===== config.mk =====
export PLATFORM = sky130hd
export DESIGN_NAME = memory_layer_feeder_flat
export DESIGN_NICKNAME = d
export VERILOG_FILES = /design/src/rtl/memory_layer_feeder_if.sv /design/src/rtl/memory_layer_feeder.sv /design/src/flat_wrapper.sv
export SDC_FILE = /design/constraint.sdc
export NUM_CORES = 1
export LEC_CHECK = 0
export BUFFER_PORTS_ARGS = -buffer_cell sky130_fd_sc_hd__buf_2
export CAP_MARGIN = 20
export CORE_UTILIZATION = 55
export DETAILED_ROUTE_END_ITERATION = 8
export PLACE_DENSITY = 0.72
export SETUP_SLACK_MARGIN = 0.2
export SKIP_CTS_REPAIR_TIMING = 1
export SYNTH_ARGS = -nofsm -noshare
export SYNTH_HDL_FRONTEND = slang
export SYNTH_SLANG_ARGS = --single-unit

===== constraint.sdc =====
create_clock -name clk -period 18.5 [get_ports clk]
set_input_delay 0.925 -clock clk [delete_from_list [all_inputs] [get_ports clk]]
set_output_delay 0.925 -clock clk [all_outputs]
set_load 0.02 [all_outputs]

===== src/rtl/memory_layer_feeder_if.sv =====
`default_nettype none
// +----------------------------------------------------------------------------+
// | memory_layer_feeder_if                                                     |
// | Host sample channel plus the memory-layer issue/handshake signals.         |
// | Revision: 1.0                                                              |
// +----------------------------------------------------------------------------+
interface memory_layer_feeder_if #(
    parameter int VEC_W = 32
);
    logic             in_valid;
    logic             in_ready;
    logic [VEC_W-1:0] in_x;
    logic [31:0]      in_c;
    logic             in_last;
    logic             mode;
    logic             ready_wait;
    logic [VEC_W-1:0] x;
    logic [31:0]      c;
    logic             learning_recall;
    logic             learning_done;

    // Host and memory-layer side: drives samples, mode and the layer handshake.
    modport master (
        output in_valid, in_x, in_c, in_last, mode, ready_wait,
        input  in_ready, x, c, learning_recall, learning_done
    );

    // Feeder side.
    modport slave (
        input  in_valid, in_x, in_c, in_last, mode, ready_wait,
        output in_ready, x, c, learning_recall, learning_done
    );
endinterface
`default_nettype wire


===== src/rtl/memory_layer_feeder.sv =====
`default_nettype none
// +----------------------------------------------------------------------------+
// | memory_layer_feeder                                                        |
// | Buffers host samples in a FIFO and issues them to the GAM memory layer,    |
// | paced by ready_wait; pulses learning_done at the end of a learning epoch.  |
// | Revision: 1.0                                                              |
// +----------------------------------------------------------------------------+
module memory_layer_feeder #(
    parameter int DEPTH = 16,
    parameter int VEC_W = 32,
    parameter int CW    = $clog2(DEPTH + 1)
) (
    input  wire logic                 clk,
    input  wire logic                 reset,
    memory_layer_feeder_if.slave      bus,
    output logic                      busy,
    output logic [CW-1:0]             count
);

    localparam int   AW          = $clog2(DEPTH);
    localparam int   ENTRY_W     = VEC_W + 32 + 1;
    localparam logic LR_LEARNING = 1'b0;
    localparam logic RW_READY    = 1'b0;
    localparam logic RW_WAIT     = 1'b1;

    typedef enum logic [1:0] {
        S_IDLE  = 2'd0,
        S_ISSUE = 2'd1,
        S_ACK   = 2'd2,
        S_DONE  = 2'd3
    } state_t;

    state_t             r_state;
    state_t             w_state_next;

    logic [ENTRY_W-1:0] r_mem [DEPTH];
    logic [AW-1:0]      r_wr_ptr;
    logic [AW-1:0]      r_rd_ptr;
    logic [CW-1:0]      r_count;

    logic [VEC_W-1:0]   r_x;
    logic [31:0]        r_c;
    logic               r_last;
    logic               r_learning_recall;
    logic               r_learning_done;

    logic               w_in_ready;
    logic               w_push;
    logic               w_pop;

    // in_ready depends only on the registered count, never on ready_wait.
    assign w_in_ready = (r_count != CW'(DEPTH));
    assign w_push     = bus.in_valid && w_in_ready;

    always_ff @(posedge clk) begin
        if (w_push) begin
            r_mem[r_wr_ptr] <= {bus.in_x, bus.in_c, bus.in_last};
        end
    end

    always_ff @(posedge clk) begin
        if (reset) begin
            r_wr_ptr <= '0;
            r_rd_ptr <= '0;
            r_count  <= '0;
        end else begin
            if (w_push) begin
                r_wr_ptr <= r_wr_ptr + AW'(1);
            end
            if (w_pop) begin
                r_rd_ptr <= r_rd_ptr + AW'(1);
            end
            case ({w_push, w_pop})
                2'b10:   r_count <= r_count + CW'(1);
                2'b01:   r_count <= r_count - CW'(1);
                default: r_count <= r_count;
            endcase
        end
    end

    always_ff @(posedge clk) begin
        if (reset) begin
            r_state <= S_IDLE;
        end else begin
            r_state <= w_state_next;
        end
    end

    always_comb begin
        w_state_next = r_state;
        w_pop        = 1'b0;
        case (r_state)
            S_IDLE: begin
                if ((r_count != '0) && (bus.ready_wait == RW_READY)) begin
                    w_pop        = 1'b1;
                    w_state_next = S_ISSUE;
                end
            end
            S_ISSUE: begin
                if (bus.ready_wait == RW_WAIT) begin
                    w_state_next = S_ACK;
                end
            end
            S_ACK: begin
                if (bus.ready_wait == RW_READY) begin
                    if (r_last && (r_learning_recall == LR_LEARNING)) begin
                        w_state_next = S_DONE;
                    end else begin
                        w_state_next = S_IDLE;
                    end
                end
            end
            S_DONE: begin
                w_state_next = S_IDLE;
            end
            default: begin
                w_state_next = S_IDLE;
            end
        endcase
    end

    // Mode is sampled every IDLE cycle, so a pop on the same edge carries the new mode.
    always_ff @(posedge clk) begin
        if (reset) begin
            r_x               <= '0;
            r_c               <= '0;
            r_last            <= 1'b0;
            r_learning_recall <= LR_LEARNING;
            r_learning_done   <= 1'b0;
        end else begin
            if (r_state == S_IDLE) begin
                r_learning_recall <= bus.mode;
            end
            if (w_pop) begin
                {r_x, r_c, r_last} <= r_mem[r_rd_ptr];
            end
            r_learning_done <= (w_state_next == S_DONE);
        end
    end

    assign bus.in_ready        = w_in_ready;
    assign bus.x               = r_x;
    assign bus.c               = r_c;
    assign bus.learning_recall = r_learning_recall;
    assign bus.learning_done   = r_learning_done;
    assign busy                = (r_state != S_IDLE);
    assign count               = r_count;

endmodule
`default_nettype wire


===== src/flat_wrapper.sv =====
// flat-port wrapper written by rule: the top's interface ports become plain ports
module memory_layer_feeder_flat 
#(
    parameter int DEPTH = 16,
    parameter int VEC_W = 32,
    parameter int CW    = $clog2(DEPTH + 1)
)
  (clk, reset, busy, count, bus_in_valid, bus_in_x, bus_in_c, bus_in_last, bus_mode, bus_ready_wait, bus_in_ready, bus_x, bus_c, bus_learning_recall, bus_learning_done);
  memory_layer_feeder_if #(.VEC_W(VEC_W)) bus_i ();
  input  wire logic clk;
  input  wire logic reset;
  output logic busy;
  output logic [CW-1:0] count;
  input wire logic [$bits(bus_i.in_valid)-1:0] bus_in_valid;
  input wire logic [$bits(bus_i.in_x)-1:0] bus_in_x;
  input wire logic [$bits(bus_i.in_c)-1:0] bus_in_c;
  input wire logic [$bits(bus_i.in_last)-1:0] bus_in_last;
  input wire logic [$bits(bus_i.mode)-1:0] bus_mode;
  input wire logic [$bits(bus_i.ready_wait)-1:0] bus_ready_wait;
  output wire logic [$bits(bus_i.in_ready)-1:0] bus_in_ready;
  output wire logic [$bits(bus_i.x)-1:0] bus_x;
  output wire logic [$bits(bus_i.c)-1:0] bus_c;
  output wire logic [$bits(bus_i.learning_recall)-1:0] bus_learning_recall;
  output wire logic [$bits(bus_i.learning_done)-1:0] bus_learning_done;
  assign bus_i.in_valid = bus_in_valid;
  assign bus_i.in_x = bus_in_x;
  assign bus_i.in_c = bus_in_c;
  assign bus_i.in_last = bus_in_last;
  assign bus_i.mode = bus_mode;
  assign bus_i.ready_wait = bus_ready_wait;
  assign bus_in_ready = bus_i.in_ready;
  assign bus_x = bus_i.x;
  assign bus_c = bus_i.c;
  assign bus_learning_recall = bus_i.learning_recall;
  assign bus_learning_done = bus_i.learning_done;
  memory_layer_feeder #(.DEPTH(DEPTH), .VEC_W(VEC_W), .CW(CW)) u_core (.clk(clk), .reset(reset), .bus(bus_i), .busy(busy), .count(count));
endmodule

==> results of run 1 <==
Yosys cell counts:
cell       instances  area share
nand4bb_1          1     0.00027
or3_1              1     0.00015
or4_4              1     0.00027
mux4_2           260        0.14
a31oi_1            1     0.00015
mux2_2            66       0.018
nor4_1             1     0.00015
a221o_1           65       0.015
inv_1              5     0.00044
a2111oi_0          1     0.00021
o21a_1             2     0.00036
nand2b_1           3     0.00044
o211ai_2           1     0.00030
and3b_1            1     0.00021
buf_6             14      0.0037
a21oi_1            4     0.00047
a21boi_2           1     0.00027
a21o_1             1     0.00018
o32ai_1            1     0.00021
a311o_1            1     0.00024
dfxtp_1           82       0.039
or2_2              1     0.00015
o21ai_0            3     0.00036
nand2_1           10     0.00089
buf_1             16      0.0014
buf_4              5     0.00089
o2111ai_2          1     0.00036
ha_1               9      0.0027
xnor2_1            2     0.00041
o211ai_1           4     0.00071
clkbuf_1          37      0.0033
xor2_1             9      0.0019
a21boi_1           1     0.00018
and3_1             2     0.00030
nor3b_1            2     0.00036
and2_1             1     0.00015
edfxtp_1        1040        0.74
nor2_1            94      0.0083
buf_2             32      0.0038
mux2i_1           68       0.016
nor3_1             7     0.00083
final cells by class:
type,instances,area share
sequential,1122,0.687
multi-input combinational,626,0.188
clock buffer,135,0.0609
tap,1030,0.0269
timing repair buffer,181,0.0217
clock inverter,69,0.0150
inverter,5,0.000392
antenna,3,0.000157
worst max-delay path: stages (launching register included):
cell	delay [ns]
dfxtp_4	0.80
buf_12	0.70
buf_4	0.81
mux4_2	0.59
mux2_2	0.27
a221o_1	0.34
stage by stage:
stage          cell area, sq um  hold slack [ns]  total power [uW]  utilization  instances
3_3_place_gp              44200            0.456              4020        0.582       2963
6_report                  47800            0.483              6190        0.630       3171
2_1_floorplan             42300            0.456              3780            -       1857
4_1_cts                   47800            0.449              6240        0.629       3167
3_5_place_dp              44200            0.468              4040        0.582       2963
5_1_grt                   47800            0.481              6400        0.630       3169
placed cells by master (no fill, tap or decap), types with 28 or more instances in the layout:
cell,Yosys,layout
a221o_1,65,65
buf_2,32,142
buf_4,5,37
clkbuf_16,0,109
clkinv_2,0,28
dfxtp_1,82,79
edfxtp_1,1040,1040
mux2_2,66,66
mux2i_1,68,68
mux4_2,260,260
nor2_1,94,80
routing by layer:
| metal | vias to the layer above | global-route usage | routed length [um] | part of all wire |
|---|---|---|---|---|
| li1 | 8217 | - | - | - |
| met1 | 10400 | 0.314 | 35500 | 0.40 |
| met2 | 676 | 0.391 | 45400 | 0.52 |
| met3 | 133 | 0.0382 | 5500 | 0.062 |
| met4 | 12 | 0.0607 | 1620 | 0.018 |
| met5 | - | 0 | 71 | 0.00081 |
cells by family after synthesis:
logic type / synth area share
compound gates: 0.0194
xor+xnor: 0.00228
fa+ha+maj: 0.00266
buf+inv: 0.0136
flops: 0.777
mux: 0.172
simple gates: 0.0125
sequential cells by signal, summed over array words and instances, names as in the netlist:
register                    count
u_core.r_rd_ptr                 4
u_core.bus.c                   32
u_core.r_wr_ptr                 4
u_core.r_mem                 1040
u_core.r_state                  2
u_core.bus.x                   32
u_core.count                    5
u_core.r_last                   1
u_core.bus.learning_done        1
u_core.bus.learning_recall      1
power by group:
group | switching (uW) | total (uW) | internal (uW)
clock network | 927 | 2210 | 1290
logic | 504 | 993 | 489
registers | 93.1 | 2980 | 2890
total | 1520 | 6190 | 4660
worst max path at each step:
| stage | to | slack (ns) | cells after the start |
|---|---|---|---|
| 6_report | u_core.bus.x[12] | 14.67 | 5 |
| 5_1_grt | u_core.bus.x[12] | 14.33 | 5 |
| 4_1_cts | u_core.bus.x[12] | 14.55 | 5 |
| 3_5_place_dp | u_core.r_mem[9][26] | 14.39 | 5 |
| 3_3_place_gp | u_core.r_mem[9][41] | 14.51 | 5 |
| 2_1_floorplan | u_core.r_mem[0][0] | 12.04 | 3 |
==> run metrics, run 1 <==
library cells used by synthesis 41; GRT Util Overall 0.231; post-route ant nets 0; Initial Utilization 0.557; share of cells above drive strength 1 0.328; # clock sinks between 1000 and 1500; first-pass GRT wire length around 130000 um; Hold Path Class input port to flip-flop; Avg Cell Area, Syn between 20 and 25 sq um; CTS tree built; RSZ-0062 raised after global routing no; Gate Count Post-Synth between 1500 and 2000; Hold Path End u_core.bus.learning_done; Post-Syn Nets about 1900; register area 32900 sq um; CP arrival approximately 4.4 ns; Root Buffer clkbuf_16; core area approximately 76000 sq um; largest net degree at the start of global routing about 110; Tmin final 3.83 ns; initial DRC count ~1900; routed len/inst ~28 um; synthesized area ~42000 sq um; CP Launch Type flip-flop; worst rel slew slack 0.253; pre-CTS setup slack roughly 14 ns; max-cap violation count 0; cell leakage power approximately 0.015 uW; Worst Setup SP u_core.r_rd_ptr[0]; DR vias/cell 6.13; Final Hold Viols 0; peak supply drop ~0.1 mV; Worst-path clk slew 0.06 ns; status complete, no violations; Final Cycle Share 0.207; flops & latches, synth roughly 1100; total die area roughly 80000 sq um; CP Capture Type flip-flop; setup TNS 0 ns; Clock Path Buffers 3; fin nets 2123; Final Skew around 0.030 ns; Cell Rows approximately 100; TritonRoute pass-1 iters 5; routability cong. around 0.70; max-slew violation count 0; critical path class flip-flop to flip-flop; fillers around 5000; antenna violations before repair 11; grt total ovfl 0; Post-route DRC 0; Required @ worst endpoint ~19 ns; Ports about 140; final setup fails 0; Critical R2R Launch u_core.r_rd_ptr[0]; I/O Buffers 142; critical path fanouts, max between 100 and 150; Final WS setup ~15 ns; worst slew pin tran roughly 1.1 ns; DIE WIDTH 279 um; PwrDens roughly 130 nW/um^2; R2R Setup Slk between 10 and 15 ns; DR vias ~20000; FMAX ~0.26 GHz; Min-Delay Startpoint bus_ready_wait; Min-Delay Path Depth 2; # H-tree levels 3; R2R cell count 5; vias in the first global route 20700; P&R area growth vs syn 13.1%; Seq/Total Area, Yosys 0.777; CTS buffer count 108; HPWL after detailed placement 44900 um; final WL slightly below 90000 um; synth warn 0; area taken by multi-input logic gates 8970 sq um; Worst-Skew Late Latency roughly 0.7 ns; Die Y approximately 280 um; RR Endpoint u_core.bus.x[12]
(Power assumes the default switching activity.)
==> inputs of run 2 (changes only) <==
==> constraint.sdc (replaced) <==
create_clock -name clk -period 3.54 [get_ports clk]
set_input_delay 0.177 -clock clk [delete_from_list [all_inputs] [get_ports clk]]
set_output_delay 0.177 -clock clk [all_outputs]
set_load 0.02 [all_outputs]
==> run metrics, run 2 (synthesized netlist as in run 1, its figures left out) <==
status complete, no violations; Worst-Skew Late Latency 0.67 ns; grt total ovfl 0; DR vias/cell 6.13; worst slew pin tran between 1 and 1.5 ns; Clock Path Buffers 3; area taken by multi-input logic gates 9000 sq um; worst rel slew slack 0.324; RSZ-0062 raised after global routing no; Initial Utilization 0.557; max-cap violation count 0; Power Internal roughly 25000 uW; Post-route DRC 0; met2 GRT Util 0.390; Worst-path clk slew roughly 0.060 ns; slowest stage delay, CP 0.54 ns; TritonRoute pass-1 iters 7; CP arrival between 3 and 4 ns; Root Buffer clkbuf_16; critical path fanouts, max 10; routability cong. about 0.73; met1 Use GR 0.324; routed len/inst roughly 28 um; FMAX roughly 0.32 GHz; CP Launch Type flip-flop; most used routing layer met2; CTS tree built; critical path class flip-flop to flip-flop; Die Y around 280 um; Hold Path Class input port to flip-flop; Required @ worst endpoint between 4 and 5 ns; post-place instance area roughly 45000 sq um; CTS buffer count between 100 and 150; Seq pwr share 0.471; GR Layer Usage met3 0.0382; final WL around 90000 um; Critical R2R Launch u_core.count[1]; initial DRC count just over 2000; Min-Delay Startpoint bus_ready_wait; CP Capture Type flip-flop; Final WS setup around 0.43 ns; fillers around 4800; register area 32900 sq um; setup TNS 0 ns; P&R area growth vs syn 16.4%; # H-tree levels 3; Tmin final 3.11 ns; largest net degree at the start of global routing 66; I/O Buffers roughly 140; Cell Rows roughly 100; Worst Setup SP u_core.count[1]; Final Hold Viols 0; PwrDens roughly 670 nW/um^2; Hold Worst Slack 0.269 ns; final instance area 49200 sq um; max FFs per register roughly 1000; slowest CP cell dfxtp_1; HPWL after detailed placement around 44000 um; Top reg by flops u_core.r_mem; crit-path cells nor4_1, buf_4, a21boi_2, inv_1, ha_1, xor2_1, ha_1, o21a_1, o21a_1, o32ai_1, mux2_2; Ports between 100 and 150; peak supply drop approximately 0.41 mV; commonest non-fill, non-tap cell in the layout edfxtp_1; max-slew violation count 0; vias in the first global route 20800; most frequent cells in the layout edfxtp_1, mux4_2, buf_2; antenna violations before repair 8; core area 75900 sq um; final setup fails 0; fin nets 2210; DIE WIDTH roughly 280 um; Final Skew 0.0178 ns; GRT Util Overall 0.235; net switching power between 7000 and 8000 uW; DR vias between 20000 and 25000; cell leakage power around 0.016 uW; share of cells above drive strength 1 0.321; total die area about 78000 sq um; Clock power frac 0.361; Final Cycle Share 0.878; pre-CTS setup slack between 0.5 and 0.6 ns; Logic pwr share 0.168; post-route ant nets 0; switching share of power 0.243; first-pass GRT wire length around 130000 um; # clock sinks between 1000 and 1500
-- run 2: cell count changes in the layout (fill, tap and decap cells not counted), moves of 2 or more --
| cell | before | now |
|---|---|---|
| clkinv_2 | 28 | 17 |
| clkbuf_1 | 17 | 33 |
| clkinv_1 | 18 | 10 |
| clkinv_16 | 2 | 0 |
| nor3_4 | 0 | 4 |
| clkinvlp_4 | 4 | 2 |
| clkbuf_8 | 9 | 15 |
| dlygate4sd3_1 | 0 | 69 |
| buf_4 | 37 | 21 |
| nor3_2 | 4 | 0 |
| clkbuf_16 | 109 | 113 |
| diode_2 | 3 | 5 |
| buf_12 | 1 | 35 |
-- run 2: through the flow --
step                 util  total power [uW]  cells
floorplan               -             19700   1857
global placement    0.589             21200   2981
CTS                 0.639             33100   3189
global route        0.648             34100   3262
detailed placement  0.589             21300   2981
finish              0.648             33000   3263
-- run 2: final timing paths --
check / cells after the start / slack [ns] / end
min reg2reg: 1 / 0.48 / u_core.bus.c[0]
max: 11 / 0.43 / u_core.count[4]
max reg2reg: 11 / 0.43 / u_core.count[4]
min: 3 / 0.27 / u_core.bus.learning_done
-- run 2: cell type report --
type / instances / share of cell area
repair buffers: 267 / 0.0459
multi-input cells: 626 / 0.183
flip-flops and latches: 1122 / 0.668
clock buffers: 161 / 0.0642
well taps: 1030 / 0.0262
clock inverters: 47 / 0.0119
diodes: 5 / 0.000254
inverters: 5 / 0.000381
-- run 2: critical path: cells and delay by family (launching register included) --
kind	cells	cell delay (ns)
XOR/XNOR	1	0.19
multiplexers	1	0.37
flip-flops	1	0.54
AO/OA/AOI/OAI	4	0.92
AND/OR/NAND/NOR	1	0.12
adder cells (fa/ha/maj)	2	0.57
buffers and inverters	2	0.29
-- run 2: layer usage --
layer,up-vias,part of all wire
met1,10700,0.41
li1,8401,-
met5,-,0.00050
met4,6,0.021
met2,759,0.51
met3,141,0.066
-- run 2: power by group through the flow --
| stage | Combinational, uW | Sequential, uW | Clock [uW] |
|---|---|---|---|
| 3_3_place_gp | 5400 | 15800 | 0 |
| 6_report | 5530 | 15500 | 11900 |
| 4_1_cts | 5560 | 15500 | 12000 |
| 2_1_floorplan | 3840 | 15900 | 0 |
| 5_1_grt | 5940 | 15600 | 12600 |
| 3_5_place_dp | 5530 | 15800 | 0 |
